[src/rtl/block_feed_pkg.sv]
// Shared types and constants for the block feed controller.
// Holds the FSM state encoding, block geometry and padding constants,
// plus a helper that selects one byte of the 64-bit length field.
package block_feed_pkg;

  localparam int          BLOCK_BYTES = 64;
  localparam int          LEN_BYTES   = 8;
  localparam int          LEN_OFFSET  = BLOCK_BYTES - LEN_BYTES;
  localparam logic [7:0]  PAD_BYTE    = 8'h80;
  // Each accepted byte adds eight bits to the message length.
  localparam logic [63:0] LEN_STEP    = 64'd8;

  typedef enum logic [2:0] {
    ST_IDLE,
    ST_LOAD,
    ST_PAD80,
    ST_PADZ,
    ST_LEN,
    ST_WAIT_ACK
  } state_t;

  // Byte idx of the length field, idx 0 being the most significant byte.
  function automatic logic [7:0] len_byte(input logic [63:0] len, input logic [2:0] idx);
    return 8'(len >> (8 * (LEN_BYTES - 1 - int'(idx))));
  endfunction

endpackage

[src/rtl/msg_len_counter.sv]
// Purpose: 64-bit message bit-length counter with clear, +8 step and latch.
// Latency: count and latched value update on the clock after clr/inc/latch.
// Backpressure: none; the caller qualifies inc with its own handshake.
// Ports: clk, rst (async, active-high); clr restarts from zero (an inc in
// the same cycle still counts); inc adds 8; latch captures the updated count
// into len_lat, which is what the length field is built from.
module msg_len_counter
  import block_feed_pkg::*;
(
  input  logic        clk,
  input  logic        rst,
  input  logic        clr,
  input  logic        inc,
  input  logic        latch,
  output logic [63:0] len_lat
);

  logic [63:0] cnt;
  logic [63:0] cnt_nxt;

  // Wraps modulo 2^64 by plain overflow.
  always_comb begin
    cnt_nxt = (clr ? 64'd0 : cnt) + (inc ? LEN_STEP : 64'd0);
  end

  always_ff @(posedge clk or posedge rst) begin
    if (rst) begin
      cnt     <= 64'd0;
      len_lat <= 64'd0;
    end else begin
      cnt <= cnt_nxt;
      // Latching the post-increment value includes the final byte itself.
      if (latch) len_lat <= cnt_nxt;
    end
  end

endmodule

[src/rtl/block_feed_ctrl.sv]
// Purpose: feeds message bytes, 0x80 pad, zero pad and length into a block shift register.
// Latency: an accepted or generated byte appears on shift_en/shift_data one cycle later.
// Backpressure: byte_ready drops while a full block waits for block_ack; pads need no handshake.
// Ports: byte_valid/byte_data/byte_last/byte_ready upstream byte stream;
// shift_en/shift_data one-byte strobe to the external shift register;
// block_valid/block_last/block_ack downstream block handshake; busy = message active.
module block_feed_ctrl #(
  parameter int BLOCK_BYTES = block_feed_pkg::BLOCK_BYTES,
  parameter int LEN_BYTES   = block_feed_pkg::LEN_BYTES
) (
  input  logic       clk,
  input  logic       rst,
  input  logic       byte_valid,
  input  logic [7:0] byte_data,
  input  logic       byte_last,
  output logic       byte_ready,
  output logic       shift_en,
  output logic [7:0] shift_data,
  output logic       block_valid,
  output logic       block_last,
  input  logic       block_ack,
  output logic       busy
);
  import block_feed_pkg::*;

  localparam int         LEN_START   = BLOCK_BYTES - LEN_BYTES;
  localparam logic [5:0] POS_LAST    = 6'(BLOCK_BYTES - 1);
  localparam logic [5:0] POS_PRE_LEN = 6'(LEN_START - 1);

  state_t      state, state_nxt, state_tgt;
  state_t      resume, resume_nxt;
  logic [5:0]  pos;
  logic [5:0]  issue_pos;
  logic        accept;
  logic        issue;
  logic [7:0]  issue_dat;
  logic [63:0] len_lat;

  // pos counts shifts already on the output; a byte still in the shift_en
  // register occupies the next slot, so the byte being issued now lands here.
  assign issue_pos  = pos + {5'd0, shift_en};
  assign byte_ready = !rst && !block_valid && (state == ST_IDLE || state == ST_LOAD);
  assign accept     = byte_valid && byte_ready;
  assign busy       = (state != ST_IDLE);

  msg_len_counter u_len (
    .clk     (clk),
    .rst     (rst),
    .clr     (state == ST_IDLE),
    .inc     (accept),
    .latch   (accept && byte_last),
    .len_lat (len_lat)
  );

  // State register
  always_ff @(posedge clk or posedge rst) begin
    if (rst) begin
      state  <= ST_IDLE;
      resume <= ST_IDLE;
    end else begin
      state  <= state_nxt;
      resume <= resume_nxt;
    end
  end

  // Next state: state_tgt is where the FSM goes after this byte; when the
  // byte fills the last slot of a block it becomes the resume point instead.
  always_comb begin
    state_nxt  = state;
    resume_nxt = resume;
    state_tgt  = state;
    case (state)
      ST_IDLE, ST_LOAD: if (accept) state_tgt = byte_last ? ST_PAD80 : ST_LOAD;
      ST_PAD80, ST_PADZ: state_tgt = (issue_pos == POS_PRE_LEN) ? ST_LEN : ST_PADZ;
      ST_LEN:           state_tgt = (issue_pos == POS_LAST) ? ST_IDLE : ST_LEN;
      ST_WAIT_ACK:      if (block_valid && block_ack) state_tgt = resume;
      default:          state_tgt = ST_IDLE;
    endcase
    if (issue && issue_pos == POS_LAST) begin
      state_nxt  = ST_WAIT_ACK;
      resume_nxt = state_tgt;
    end else begin
      state_nxt  = state_tgt;
    end
  end

  // Output decode: which byte, if any, is issued this cycle.
  always_comb begin
    issue     = 1'b0;
    issue_dat = 8'h00;
    case (state)
      ST_IDLE, ST_LOAD: begin
        issue     = accept;
        issue_dat = byte_data;
      end
      ST_PAD80: begin
        issue     = 1'b1;
        issue_dat = PAD_BYTE;
      end
      ST_PADZ: issue = 1'b1;
      ST_LEN: begin
        issue     = 1'b1;
        issue_dat = len_byte(len_lat, 3'(issue_pos - 6'(LEN_START)));
      end
      default: issue = 1'b0;
    endcase
  end

  // Registered shift strobe, position counter and block handshake.
  always_ff @(posedge clk or posedge rst) begin
    if (rst) begin
      shift_en    <= 1'b0;
      shift_data  <= 8'h00;
      pos         <= 6'd0;
      block_valid <= 1'b0;
      block_last  <= 1'b0;
    end else begin
      shift_en <= issue;
      if (issue) shift_data <= issue_dat;
      if (shift_en) pos <= pos + 6'd1;
      if (shift_en && pos == POS_LAST) begin
        block_valid <= 1'b1;
        // Only the length block resumes into IDLE.
        block_last  <= (resume == ST_IDLE);
      end else if (state == ST_WAIT_ACK && block_valid && block_ack) begin
        block_valid <= 1'b0;
        block_last  <= 1'b0;
      end
    end
  end

endmodule

[config.mk]
export PLATFORM = sky130hd
export DESIGN_NAME = block_feed_ctrl
export DESIGN_NICKNAME = d
export VERILOG_FILES = /design/src/rtl/block_feed_pkg.sv /design/src/rtl/msg_len_counter.sv /design/src/rtl/block_feed_ctrl.sv
export SDC_FILE = /design/constraint.sdc
export NUM_CORES = 1
export LEC_CHECK = 0
export CORE_UTILIZATION = 25
export CTS_CLUSTER_SIZE = 8
export DETAILED_ROUTE_END_ITERATION = 8
export GPL_TIMING_DRIVEN = 0
export SYNTH_ARGS = -nofsm -noshare
export SYNTH_HDL_FRONTEND = slang
export SYNTH_HIERARCHICAL = 1
export SYNTH_SLANG_ARGS = --single-unit
[constraint.sdc]
create_clock -name clk -period 5.5 [get_ports clk]
set_input_delay 0.825 -clock clk [delete_from_list [all_inputs] [get_ports clk]]
set_output_delay 0.825 -clock clk [all_outputs]
set_load 0.01 [all_outputs]
==> results.yml <==
power:
  powerDensity_mw_per_mm2: 246
  switching_share: 0.216
  power.switching_uw: 498
  fin_total_pwr_uw: 2310
  combPwrFrac: 0.015
  p_leak_uw: 0.00376
  clock_power_share: 0.503
  vdd_drop_max_mv: 0.209
  intPower_uw: 1810
  power_frac_seq: 0.481
setup_path:
  cp_slowest_cell: "clkbuf_1"
  crit_start: "state[1]$_DFF_PP0_"
  critPathTopFamily: "buffers and inverters"
  crit_path_end: "u_len/len_lat[19]$_DFFE_PP0P_"
  required_ns: 5.81
  worstSetupEndpointType: "register"
  crit_path_cell_trace: "buf_2, clkbuf_1, or3_1, inv_1, clkbuf_1, clkbuf_1, clkbuf_1, buf_2, nor2b_1, ha_1, ha_1, nand2_1, nor2_2, nand2_1, xnor2_1, mux2_2"
  crit_path_start_kind: "register"
  worstReg2RegEnd: "u_len/len_lat[19]$_DFFE_PP0P_"
  worstSetupPathType: "reg -> reg"
  rrSetupSlack_ns: 0.26
  path_max_fanout: 10
  reg2regPathDepth: 16
  cp_common_cell: "clkbuf_1"
  rr_startpoint: "state[1]$_DFF_PP0_"
  critPathBufInv: 7
  max_stage_delay_ns: 0.62
  worst-path-stages: 16
  worstPathArrival_ns: 5.55
timing:
  tightest_slew_ns: 0.879
  fin_skew_ns: 0.00843
  slew_headroom: 0.409
  period_share: 0.952
  setup_viol: 0
  hold_violations: 0
  whs_ns: 0.470
  period_minus_slack_ns: 5.24
  max_freq_mhz: 191
  rsz0062_at_grt: "false"
  drv_slew: 0
  setup_ws_ns: 0.264
route:
  dr.pass1.iters: 5
  drtIter0Drc: 737
  ant_nets: 0
  via_per_inst: 5.32
  drt_wl_total_mm: 24.0
  wl_per_cell_microns: 19.3
  via_count: 6609
  drc: 0
final_layout:
  n_fill_cell: 3263
  multi_input_area_sq_mm: 0.00403
  final_cell_mix: "dfrtp_1 (151), nand2_1 (99), nor2_1 (67)"
  syn_to_final_growth_pct: 17.2
  layout_commonest_cell: "dfrtp_1"
  register_area_sq_mm: 0.00378
  diodes: 0
  postLayoutCoreUtil: 0.298
  num-nets-final: 848
  layout-drive-gt1-share: 0.137
grt:
  track_usage: 0.151
  antenna_found_initial: 0
  grt-ovfl-total: 0
  grt_pass1_wl_mm: 37.7
  grt_pass1_vias: 6382
  grt_max_degree: 84
yosys:
  synth_top_area_cell: "dfrtp_1"
  synth_top_area_frac: 0.472
  syn-cell-area_sq_mm: 0.00801
  synthFlopType: "dfrtp_1"
  seq_area_frac_synth: 0.472
  yosys_warnings: 6
  syn_nets: 803
  synth.area.top_cells: "dfrtp_1 (47%), nand2_1 (4.6%), mux4_2 (4.5%)"
  yosysUniqueCellTypes: 67
  synth_edf_count: 0
  syn_area_per_cell_sq_um: 10.2
  netlist_instances: 784
  async_reset_ff_frac: 1.00
  synth-seq-cells: 151
cts:
  clk_pin_slew_worst_paths_ns: 0.06
  post_cts_buffers: 0
  cts_tree: "done"
  root_buffer: "clkbuf_16"
  cts.sinks: 151
  clk_latency_ns: 0.43
  htreeDepth: 4
  cts_buffers: 17
  clk_path_buf_depth: 2
job:
  cap_violations: 0
worst_hold_path:
  hold_start: "resume[2]$_DFFE_PP0P_"
  hold_class: "reg -> reg"
  min_path_cells: 1
placed_design:
  numPortBuffers: 25
  place_ws_ns: 0.0255
  globalplace.congestion: 0.957
  dp_hpwl_mm: 17.2
floorplan:
  start_util: 0.254
  ios: 26
  core-area_sq_mm: 0.0316
  rows: 65
  die_area_sq_mm: 0.0328
  fp.dieW_microns: 181
  die_h_microns: 181
run_status:
  status: "complete, no violations"
==> cells by family after synthesis <==
group / count (synthesis) / synth area share
simple gates: 391 / 0.266
flops: 151 / 0.472
compound gates: 87 / 0.0793
mux: 55 / 0.0988
buf+inv: 52 / 0.0272
xor+xnor: 42 / 0.0482
fa+ha+maj: 6 / 0.00937
==> area by class of cell <==
| cell class | instances | share of cell area |
|---|---|---|
| multi-input combinational | 581 | 0.429 |
| sequential | 151 | 0.402 |
| tap | 402 | 0.0536 |
| clock buffer | 19 | 0.0482 |
| timing repair buffer | 26 | 0.0296 |
| buffer | 36 | 0.0171 |
| clock inverter | 11 | 0.0133 |
| inverter | 16 | 0.00693 |
==> worst min-delay path by stage <==
stage / endpoint / slack [ns]
finish: block_last$_DFFE_PP0P_ / 0.47
global route: block_last$_DFFE_PP0P_ / 0.49
CTS: block_last$_DFFE_PP0P_ / 0.47
detailed placement: block_last$_DFFE_PP0P_ / 0.46
global placement: block_last$_DFFE_PP0P_ / 0.46
floorplan: block_last$_DFFE_PP0P_ / 0.43
==> registers in the layout, indices dropped and copies added (netlist names) <==
signal         count
pos                6
resume             3
u_len/len_lat     64
shift_data         8
state              3
block_valid        1
block_last         1
u_len/cnt         64
shift_en           1
==> Yosys cell counts, drive strengths merged, types with 11 or more instances <==
library cell	instances
dfrtp	151
nand2	99
nor2	68
nand4	41
nand3	32
mux2	30
xnor2	28
nor2b	25
nor3	25
nor4	23
a31oi	21
clkbuf	21
and3	17
mux4	16
buf	15
inv	15
o21ai	14
xor2	14
or4	11
==> through the flow <==
stage,cell area (sq um),instances,TNS [ns]
after floorplan,8010,784,0
after global placement,8770,1211,-104.06
final,9390,1242,0
after global routing,9390,1242,0
after detailed placement,8800,1212,0
after CTS,9380,1242,0
==> worst reg2reg max path, delay by kind of cell (launching register included) <==
family / cells / cell delay [ns]
xor gates and xnor gates: 1 / 0.16
DFF: 1 / 0.35
muxes: 1 / 0.28
and+or+nand+nor: 5 / 1.05
buffers and inverters: 7 / 2.74
adders and majority gates: 2 / 0.55
==> per-layer routing <==
| metal | global-route usage | share of wire |
|---|---|---|
| met5 | 0 | 0 |
| met4 | 0.0559 | 0.023 |
| met3 | 0.0308 | 0.076 |
| met2 | 0.236 | 0.46 |
| met1 | 0.207 | 0.44 |
==> power by group through the flow <==
| stage | Clock, uW | Sequential (uW) | Combinational, uW |
|---|---|---|---|
| 3_3_place_gp | 0 | 1130 | 33.9 |
| 5_1_grt | 1230 | 1110 | 40.9 |
| 6_report | 1160 | 1110 | 35.5 |
| 2_1_floorplan | 0 | 1130 | 17.6 |
| 3_5_place_dp | 0 | 1130 | 37.0 |
| 4_1_cts | 1180 | 1110 | 37.2 |
==> timing repair <==
item | CTS | global route
endpoints found under the setup margin | 1 | 12
hold buffers | 0 | 0
resized for setup | 1 | 4
(Power assumes the default switching activity.)
